File: src/rtl/lenet5_pkg.sv
// Shared LeNet-5 dimensions and the output-writer state encoding.
package lenet5_pkg;

   localparam int LN_DATA_WIDTH         = 16;
   localparam int LN_OUTPUT_WIDTH       = 28;
   localparam int LN_OUTPUT_HEIGTH      = 28;
   localparam int LN_OUTPUT_FEATURE_MAP = 6;
   localparam int LN_OUT_DEPTH          = LN_OUTPUT_WIDTH * LN_OUTPUT_HEIGTH;

   typedef enum logic [3:0] {
      ST_IDLE  = 4'b0001,
      ST_WRITE = 4'b0010,
      ST_FLUSH = 4'b0100,
      ST_DONE  = 4'b1000
   } wr_state_e;

endpackage

File: src/rtl/relu_lanes.sv
// Per-lane ReLU over a packed vector of signed samples; lane 0 in the LSBs.
module relu_lanes #(
   parameter int LANES = 6,
   parameter int WIDTH = 16,
   parameter int EN    = 1
) (
   input  logic [LANES*WIDTH-1:0] d_i,
   output logic [LANES*WIDTH-1:0] q_o
);

   always_comb begin
      q_o = d_i;
      if (EN != 0) begin
         for (int l = 0; l < LANES; l++) begin
            if (d_i[l*WIDTH+WIDTH-1]) q_o[l*WIDTH +: WIDTH] = '0;
         end
      end
   end

endmodule

File: src/rtl/front_layer_out_writer.sv
// Streams conv results through a one-entry output register into the
// feature-map RAM, tracking the row/column of the next accepted result.
module front_layer_out_writer
   import lenet5_pkg::*;
#(
   parameter int DATA_WIDTH         = LN_DATA_WIDTH,
   parameter int OUTPUT_WIDTH       = LN_OUTPUT_WIDTH,
   parameter int OUTPUT_HEIGTH      = LN_OUTPUT_HEIGTH,
   parameter int OUTPUT_FEATURE_MAP = LN_OUTPUT_FEATURE_MAP,
   parameter int OUT_DEPTH          = LN_OUT_DEPTH,
   parameter int RELU_EN            = 1
) (
   input  logic                                   clk,
   input  logic                                   rst,
   input  logic                                   start,
   input  logic                                   in_valid,
   input  logic [OUTPUT_FEATURE_MAP*DATA_WIDTH-1:0] in_data,
   output logic                                   in_ready,
   output logic                                   wr_en,
   input  logic                                   wr_ready,
   output logic [9:0]                             wr_addr,
   output logic [OUTPUT_FEATURE_MAP*DATA_WIDTH-1:0] wr_data,
   output logic [4:0]                             out_cell_row,
   output logic [4:0]                             out_cell_col,
   output logic [3:0]                             st,
   output logic                                   done
);

   localparam int DW = OUTPUT_FEATURE_MAP * DATA_WIDTH;
   localparam int CW = $clog2(OUT_DEPTH + 1);

   wr_state_e         state_q, state_d;
   logic              full_q, full_d;
   logic [DW-1:0]     data_q, data_d;
   logic [9:0]        addr_q, addr_d;
   logic [CW-1:0]     cnt_q, cnt_d;
   logic [4:0]        row_q, row_d;
   logic [4:0]        col_q, col_d;
   logic [DW-1:0]     relu_data;
   logic              acc, wr;

   relu_lanes #(
      .LANES(OUTPUT_FEATURE_MAP),
      .WIDTH(DATA_WIDTH),
      .EN   (RELU_EN)
   ) u_relu (
      .d_i(in_data),
      .q_o(relu_data)
   );

   // The register may refill on the same edge it drains, so a
   // ready RAM never stalls the input stream.
   always_comb begin
      in_ready = (state_q == ST_WRITE) && (cnt_q < CW'(OUT_DEPTH))
                 && (!full_q || wr_ready);
      acc      = in_valid && in_ready;
      wr       = full_q && wr_ready;
   end

   always_comb begin
      state_d = state_q;
      full_d  = full_q;
      data_d  = data_q;
      addr_d  = addr_q;
      cnt_d   = cnt_q;
      row_d   = row_q;
      col_d   = col_q;

      if (wr) begin
         addr_d = addr_q + 10'd1;
         full_d = 1'b0;
      end
      if (acc) begin
         full_d = 1'b1;
         data_d = relu_data;
         cnt_d  = cnt_q + 1'b1;
         if (col_q == 5'(OUTPUT_WIDTH - 1)) begin
            col_d = '0;
            if (row_q != 5'(OUTPUT_HEIGTH)) row_d = row_q + 5'd1;
         end else begin
            col_d = col_q + 5'd1;
         end
      end

      unique case (state_q)
         ST_IDLE: begin
            if (start) begin
               state_d = ST_WRITE;
               full_d  = 1'b0;
               addr_d  = '0;
               cnt_d   = '0;
               row_d   = '0;
               col_d   = '0;
            end
         end
         ST_WRITE: begin
            if (acc && cnt_q == CW'(OUT_DEPTH - 1)) state_d = ST_FLUSH;
         end
         ST_FLUSH: begin
            if (wr) state_d = ST_DONE;
         end
         ST_DONE: begin
            state_d = ST_IDLE;
         end
         default: state_d = ST_IDLE;
      endcase
   end

   always_ff @(posedge clk) begin
      if (rst) begin
         state_q <= ST_IDLE;
         full_q  <= 1'b0;
         data_q  <= '0;
         addr_q  <= '0;
         cnt_q   <= '0;
         row_q   <= '0;
         col_q   <= '0;
      end else begin
         state_q <= state_d;
         full_q  <= full_d;
         data_q  <= data_d;
         addr_q  <= addr_d;
         cnt_q   <= cnt_d;
         row_q   <= row_d;
         col_q   <= col_d;
      end
   end

   assign wr_en        = full_q;
   assign wr_addr      = addr_q;
   assign wr_data      = data_q;
   assign out_cell_row = row_q;
   assign out_cell_col = col_q;
   assign st           = state_q;
   assign done         = (state_q == ST_DONE);

endmodule

File: config.mk
export PLATFORM = sky130hd
export DESIGN_NAME = front_layer_out_writer
export DESIGN_NICKNAME = d
export VERILOG_FILES = /design/src/rtl/lenet5_pkg.sv /design/src/rtl/relu_lanes.sv /design/src/rtl/front_layer_out_writer.sv
export SDC_FILE = /design/constraint.sdc
export NUM_CORES = 1
export LEC_CHECK = 0
export BUFFER_PORTS_ARGS = -buffer_cell sky130_fd_sc_hd__buf_4
export CAP_MARGIN = 20
export CORE_MARGIN = 2
export CORE_UTILIZATION = 25
export DETAILED_ROUTE_END_ITERATION = 10
export PLACE_DENSITY = 0.53
export SLEW_MARGIN = 20
export SYNTH_ARGS = -nofsm -noshare
export SYNTH_HDL_FRONTEND = slang
export SYNTH_SLANG_ARGS = --single-unit
File: constraint.sdc
create_clock -name clk -period 3.69 [get_ports clk]
set_clock_uncertainty 0.15 [all_clocks]
set_input_delay 0.738 -clock clk [delete_from_list [all_inputs] [get_ports clk]]
set_output_delay 0.738 -clock clk [all_outputs]
set_load 0.05 [all_outputs]
* After elaboration in Yosys (flattened, before gate mapping) *
Cells that the tools add are included.

word-level totals
  flip-flop bits (word level) = 131
  input bits = 101
  output and inout port bits = 123
  logic and storage cells = 59

operators by class
  $add $sub $neg = 4
  order comparisons = 1
  equality and inequality tests = 10
  multiplexer cells = 29
  reductions and logical operators = 8

operator list
  cell                   count
  $mux 15                6
  $mux 10                6
  $mux 5                 9
  $add 10x1->10 const B  2
  $mux 4                 3
  $pmux 4 s3             1
  $add 5x1->5 const B    2
  $eq 10x10->1 const B   1
  $lt 10x10->1 const B   1
  $eq 5x5->1 const B     1
  $logic_and 1x1->1      5
  $ne 5x5->1 const B     1
  $eq 4x1->1 const B     1
  $eq 4x2->1 const B     1
  $eq 4x3->1 const B     1
  $eq 4x4->1 const B     1
  $mux 1                 4
  $ne 2x2->1 const B     2
  $reduce_and 3->1       1
  $ne 2x1->1 const B     1
  $logic_not 1->1        1
  $logic_or 1x1->1       1

* Longest topological paths before layout *
  depth in word-level cells = 7
  gate-level depth with buffers = 8
  depth with buffers taken out = 6

* By module *
From an unflattened synthesis, not the netlist that was laid out.

second synthesis, totals
  cell total of the unflattened synthesis = 748
  area total of the unflattened synthesis = 6,195.9 um2

modules (own cells, without submodules)
  module                  instances  cells each  area each (um2)  seq. area each (um2)
  front_layer_out_writer  1          645         5,356.4          2,622.5
  relu_lanes              1          103         839.6            0.0

* Worst setup path before layout *
Ideal clock, no wire load.

  path kind = register -> output
  start = reg state_q[3], in the netlist st[3]
  end = out done
  arrival time = 2.425 ns
  data required time = 2.802 ns
  path slack = 0.377 ns
  cell stages (with the launch flop) = 2
  buffers on the path = 0
  cell sequence = dfxtp_1 -> nor4b_1

between the ends
  word-level cells in the longest chain between the ends = 1

ends and longest elaborated chain
  what                      RTL line                       RTL
  start: declaration        front_layer_out_writer.sv:32   wr_state_e state_q, state_d;
  start signal: assignment  front_layer_out_writer.sv:119  state_q <= state_d;
  $eq 4x4->1                front_layer_out_writer.sv:135  assign done = (state_q == ST_DONE);
  end: declaration          front_layer_out_writer.sv:26   output logic done

Every way passes these cells.

* Worst setup path in the final report *
  start = reg state_q[1], in the netlist st[1]
  end = out in_ready

between the ends
  word-level cells in the longest chain between the ends = 3

ends and longest elaborated chain
  what               RTL line                      RTL
  $eq 4x2->1         front_layer_out_writer.sv:54  in_ready = (state_q == ST_WRITE) && (cnt_q < CW'(OUT_DEPTH))
  $logic_and 1x1->1  front_layer_out_writer.sv:54
  $logic_and 1x1->1  front_layer_out_writer.sv:55  && (!full_q || wr_ready);
  end: declaration   front_layer_out_writer.sv:18  output logic in_ready,

Every way passes these cells.

==> impl.org <==
** Logic synthesis
- Share of cell area taken by muxes after synthesis :: 0.576%
- The share of the Yosys chip area taken by registers is between 40% and 50%.
- Area fraction in compound gates after synthesis :: a little under an eighth
- After synthesis the cells add up to 5210 µm².
- Yosys printed 0 warnings.
- Adder and majority gate portion of the synthesized area :: 1.20%
- In the synthesized netlist the dominant register cell turns out to be dfxtp_1.
- Synthesis handed over a netlist of between 500 and 600 instances.
- Flip-flop and latch count after synthesis :: 125
- Post-synth EDFFs :: 0
- The share of synthesized area in the top cell type comes to 48.0%.
- Post-synthesis async set-or-reset flop share :: 0%
- Area leader, netlist :: dfxtp_1
- Dominant combinational cell family by area after synthesis :: simple AND/OR/NAND/NOR gates
- Dominant cells by area after synthesis :: dfxtp_1 (48%), nand3b_1 (13%), a21oi_1 (9.3%)
- After Yosys synthesis, and, or, nand and nor cells account for around 30% of the synthesized area.
- The synthesized netlist devotes between 3 and 4% of its cell area to XOR and XNOR gates.
- After synthesis, the mean cell area works out to just under 9 µm².
- The number of different library cells used by synthesis comes to 43.

** Timing
- Relative slew slack :: ~46%
- Setup repair after global routing left no endpoint under its margin.
- The hold violation count in the final report was 0.
- The final number of max-transition violations came to 0.
- Dividing the final minimum period by the clock period gives 76.3%.
- Timing would allow up to around 360 MHz.
- After layout, the minimum clock period comes to ~2.8 ns.
- Hold timing on the final database bottoms out at a slack of between 0.2 and 0.3 ns.
- Transition time at the pin with the least slew margin :: between 0.8 and 0.9 ns
- Setup violations remaining at the end of the flow were counted as 0.
- Sum Neg Setup Slack :: 0 ns
- Minimum setup slack in the final design :: between 0.8 and 0.9 ns

** Power
- In this run the static leakage power is around 3 nW.
- In this run, flip-flops and latches consume between 30% and 40% of the power.
- Worst supply voltage drop on vdd :: roughly 0.3 mV
- Power density normalized to cell area :: about 450 nW/µm²
- Switching power total :: roughly 760 µW
- Switching power share of the total :: 22.1%
- Cell internal power was estimated by the tool at 2.70 mW.
- Fraction of power consumed by the clock network :: 53.3%
- Share of power burned in combinational logic :: 7.2%

** Detailed routing
- Avg Vias per Cell :: 4.44
- The final route contains 4764 vias.
- Dividing the detail-routed wire length by the instance count gives roughly 14 µm.
- Detailed-routing iteration count for the pre-antenna-repair pass :: 7
- Total Wirelength :: approximately 15000 µm
- For this run, design rule violations remaining after detail routing come to 0.
- In this run, the number of DRC markers left after iteration 0 of detailed routing was around 150.
- In this run the remaining antenna-violating nets after routing total 0.

** Placed design
- In this run the tool buffered the top-level ports with approximately 220 buffer cells.
- Routability-driven placement finished with a final weighted congestion of 0.725.
- Worst slack after detailed placement :: ~1.1 ns
- Detailed placement ended at an HPWL of 10400 µm.

** Run
- Max-cap check violation count :: 0

** Worst setup path
- Cell depth of the worst flop-to-flop path :: 6
- STA puts the critical path data required time at 2.80 ns.
- Counting buffers and inverters, the worst setup path is 4 cells deep.
- In this run the worst setup path terminates at in_ready.
- Tracing the worst setup path back leads to its startpoint at st[1].
- Of all nets on the critical path, the largest fanout is 14.
- Traced cell by cell, the critical path runs through nor4b_4 -> o21ai_2 -> nor2b_1 -> buf_4.
- In this run the critical register-to-register path is captured at wr_data[75].
- Data arrival time of the worst path :: approximately 1.9 ns
- R2r setup slk :: between 1 and 1.5 ns
- STA classifies the critical path endpoint as a primary output.
- Slowest Stage Delay on Critical Path :: 0.54 ns
- Critical path's top delay family :: flip-flops
- The worst register-to-register path begins at st[1].
- Critical-path top delay cell :: dfxtp_1
- The worst setup path is launched from a flop.
- Worst setup path category :: reg -> out
- Count of buffering cells on the critical path with inverters included :: 1

** Clock network
- TritonCTS built the clock tree.
- For the worst-skew pair, the clock arrives at the later sink with an insertion delay of ~0.41 ns.
- Number of buffers inserted for hold repair after clock tree synthesis :: 0
- Clock-pin slew was measured on the worst setup and hold paths at about 0.06 ns.
- Deepest level of the CTS H-tree :: 4
- Number of sinks handled by clock tree synthesis :: 125
- Clock tree synthesis selected as its root buffer the cell clkbuf_16.
- Once the clock tree was built, the setup fixing pass inserted 0 buffers.
- The clock passes through at most 2 buffers.
- Once the clock tree was built, the resizer swapped 0 gates to a different size.
- Number of buffers added by the clock tree synthesis step :: 17

** Cells and area
- Sequential standard cell area :: 2500 µm²
- Diodes inserted :: 0
- Area growth from synthesis to layout :: 47.1%
- Post-layout util :: ~38%
- Combined area of the multi-input logic cells :: 2440 µm²
- Fraction of layout instances using a drive strength above 1 :: between 30% and 40%
- Fill cells in the final layout number about 2100.
- In the final design database the tool counted roughly 900 nets.

** Global routing
- Largest net degree at the start of global routing :: 66
- The number of global-route vias before repair is about 4500.
- Tot GR Track Use :: around 14%
- Initial antenna violation count :: 0
- The total overflow left after global routing is 0.
- The first global-routing pass estimated between 20000 and 25000 µm of wire.

** Floorplan
- The die is between 100 and 150 µm wide.
- Row count :: between 50 and 60
- The floorplan step set the die height to about 150 µm.
- The initial utilization of the core area, before any placement, comes to about a quarter.
- I/O pin cnt :: 224
- The die covers 22000 µm².
- The core region is around 20000 µm².

** Outcome
- Run status :: finished clean

** Worst hold path
- Hold WC Path Type :: reg -> reg
## worst min-delay path by stage
stage                     cells after the start           to        start  slack (ns)
after floorplan                               2     cnt_q[9]     cnt_q[9]        0.29
after global routing                          2  wr_data[59]  wr_data[59]        0.32
final                                         2  wr_data[42]  wr_data[42]        0.30
after global placement                        2  wr_data[25]  wr_data[25]        0.29
after detailed placement                      2  wr_data[59]  wr_data[59]        0.29
after CTS                                     2  wr_data[85]  wr_data[85]        0.30
## worst register-to-register path, delay by kind of cell (launching register included)
kind	cells	cell delay, ns
and+or+nand+nor	3	1.03
AOI/OAI and AO/OA	2	0.42
buffers and inverters	1	0.30
DFF	1	0.54
## final cells by class
class,count,share of cell area (%)
Clock buffer,21,6.00
Inverter,6,0.294
Tap cell,270,4.40
Multi-Input combinational cell,418,31.8
Clock inverter,10,2.45
Sequential cell,125,32.6
Timing Repair Buffer,224,22.4
## power groups by stage
stage	combinational [mW]	sequential (mW)	clock [mW]
2_1_floorplan	0.0997	1.43	0
3_3_place_gp	0.252	1.40	0
3_5_place_dp	0.252	1.40	0
4_1_cts	0.253	1.37	1.91
5_1_grt	0.269	1.37	1.96
6_report	0.249	1.37	1.85
## metrics by stage
stage | instances | instance area, µm² | power, mW
after floorplan | 598 | 5230 | 1.53
after global placement | 1043 | 7020 | 1.65
after detailed placement | 1043 | 7020 | 1.65
after CTS | 1074 | 7670 | 3.53
after global routing | 1074 | 7670 | 3.60
final | 1074 | 7670 | 3.47
## metal layers
layer	vias up	track usage, %	routed length [µm]
li1	2413	-	-
met3	12	6.56	1480
met1	2174	16.9	6830
met2	165	21.1	6830
met5	-	0	0
met4	0	4.00	156
## state kept, by name, indices dropped and copies added, names as in the netlist
| name | cells |
|---|---|
| st | 4 |
| out_cell_row | 5 |
| cnt_q | 10 |
| wr_data | 90 |
| wr_addr | 10 |
| wr_en | 1 |
| out_cell_col | 5 |
## synth_stat cells, drive strengths merged (2+ instances only)
cell    number
mux2i        3
xor2         7
nand2b       3
nor4b        4
nor4         4
nand2      108
and2         2
a31oi        2
nor2        29
nand4b       3
and4b        2
inv          6
a311oi       2
xnor2       11
o21ai        3
clkbuf      25
ha           5
nand3        9
nand3b      91
nor3         9
a211oi       2
buf         24
and3         6
nor2b        2
a21oi       98
dfxtp      125
## placed cells by master (no fill, tap or decap), types with 3 or more instances in the layout
cell type	count
nand3_1	9
buf_4	221
clkbuf_16	17
inv_1	6
dfxtp_1	125
nand2b_1	3
nor3_1	8
buf_12	3
and3_1	6
nand2_1	108
ha_1	5
conb_1	6
nand3b_1	91
nor4_2	4
xor2_1	7
nand4b_1	3
nor2_1	28
bufinv_16	5
a21oi_1	97
xnor2_1	11
mux2i_1	3
## cell families after synthesis
logic type      Yosys count
compound gates          111
xor+xnor                 18
fa+ha+maj                 5
buf+inv                  55
flops                   125
mux                       3
other cells               1
simple gates            275
Note: power is estimated with default switching activity, not from simulation.
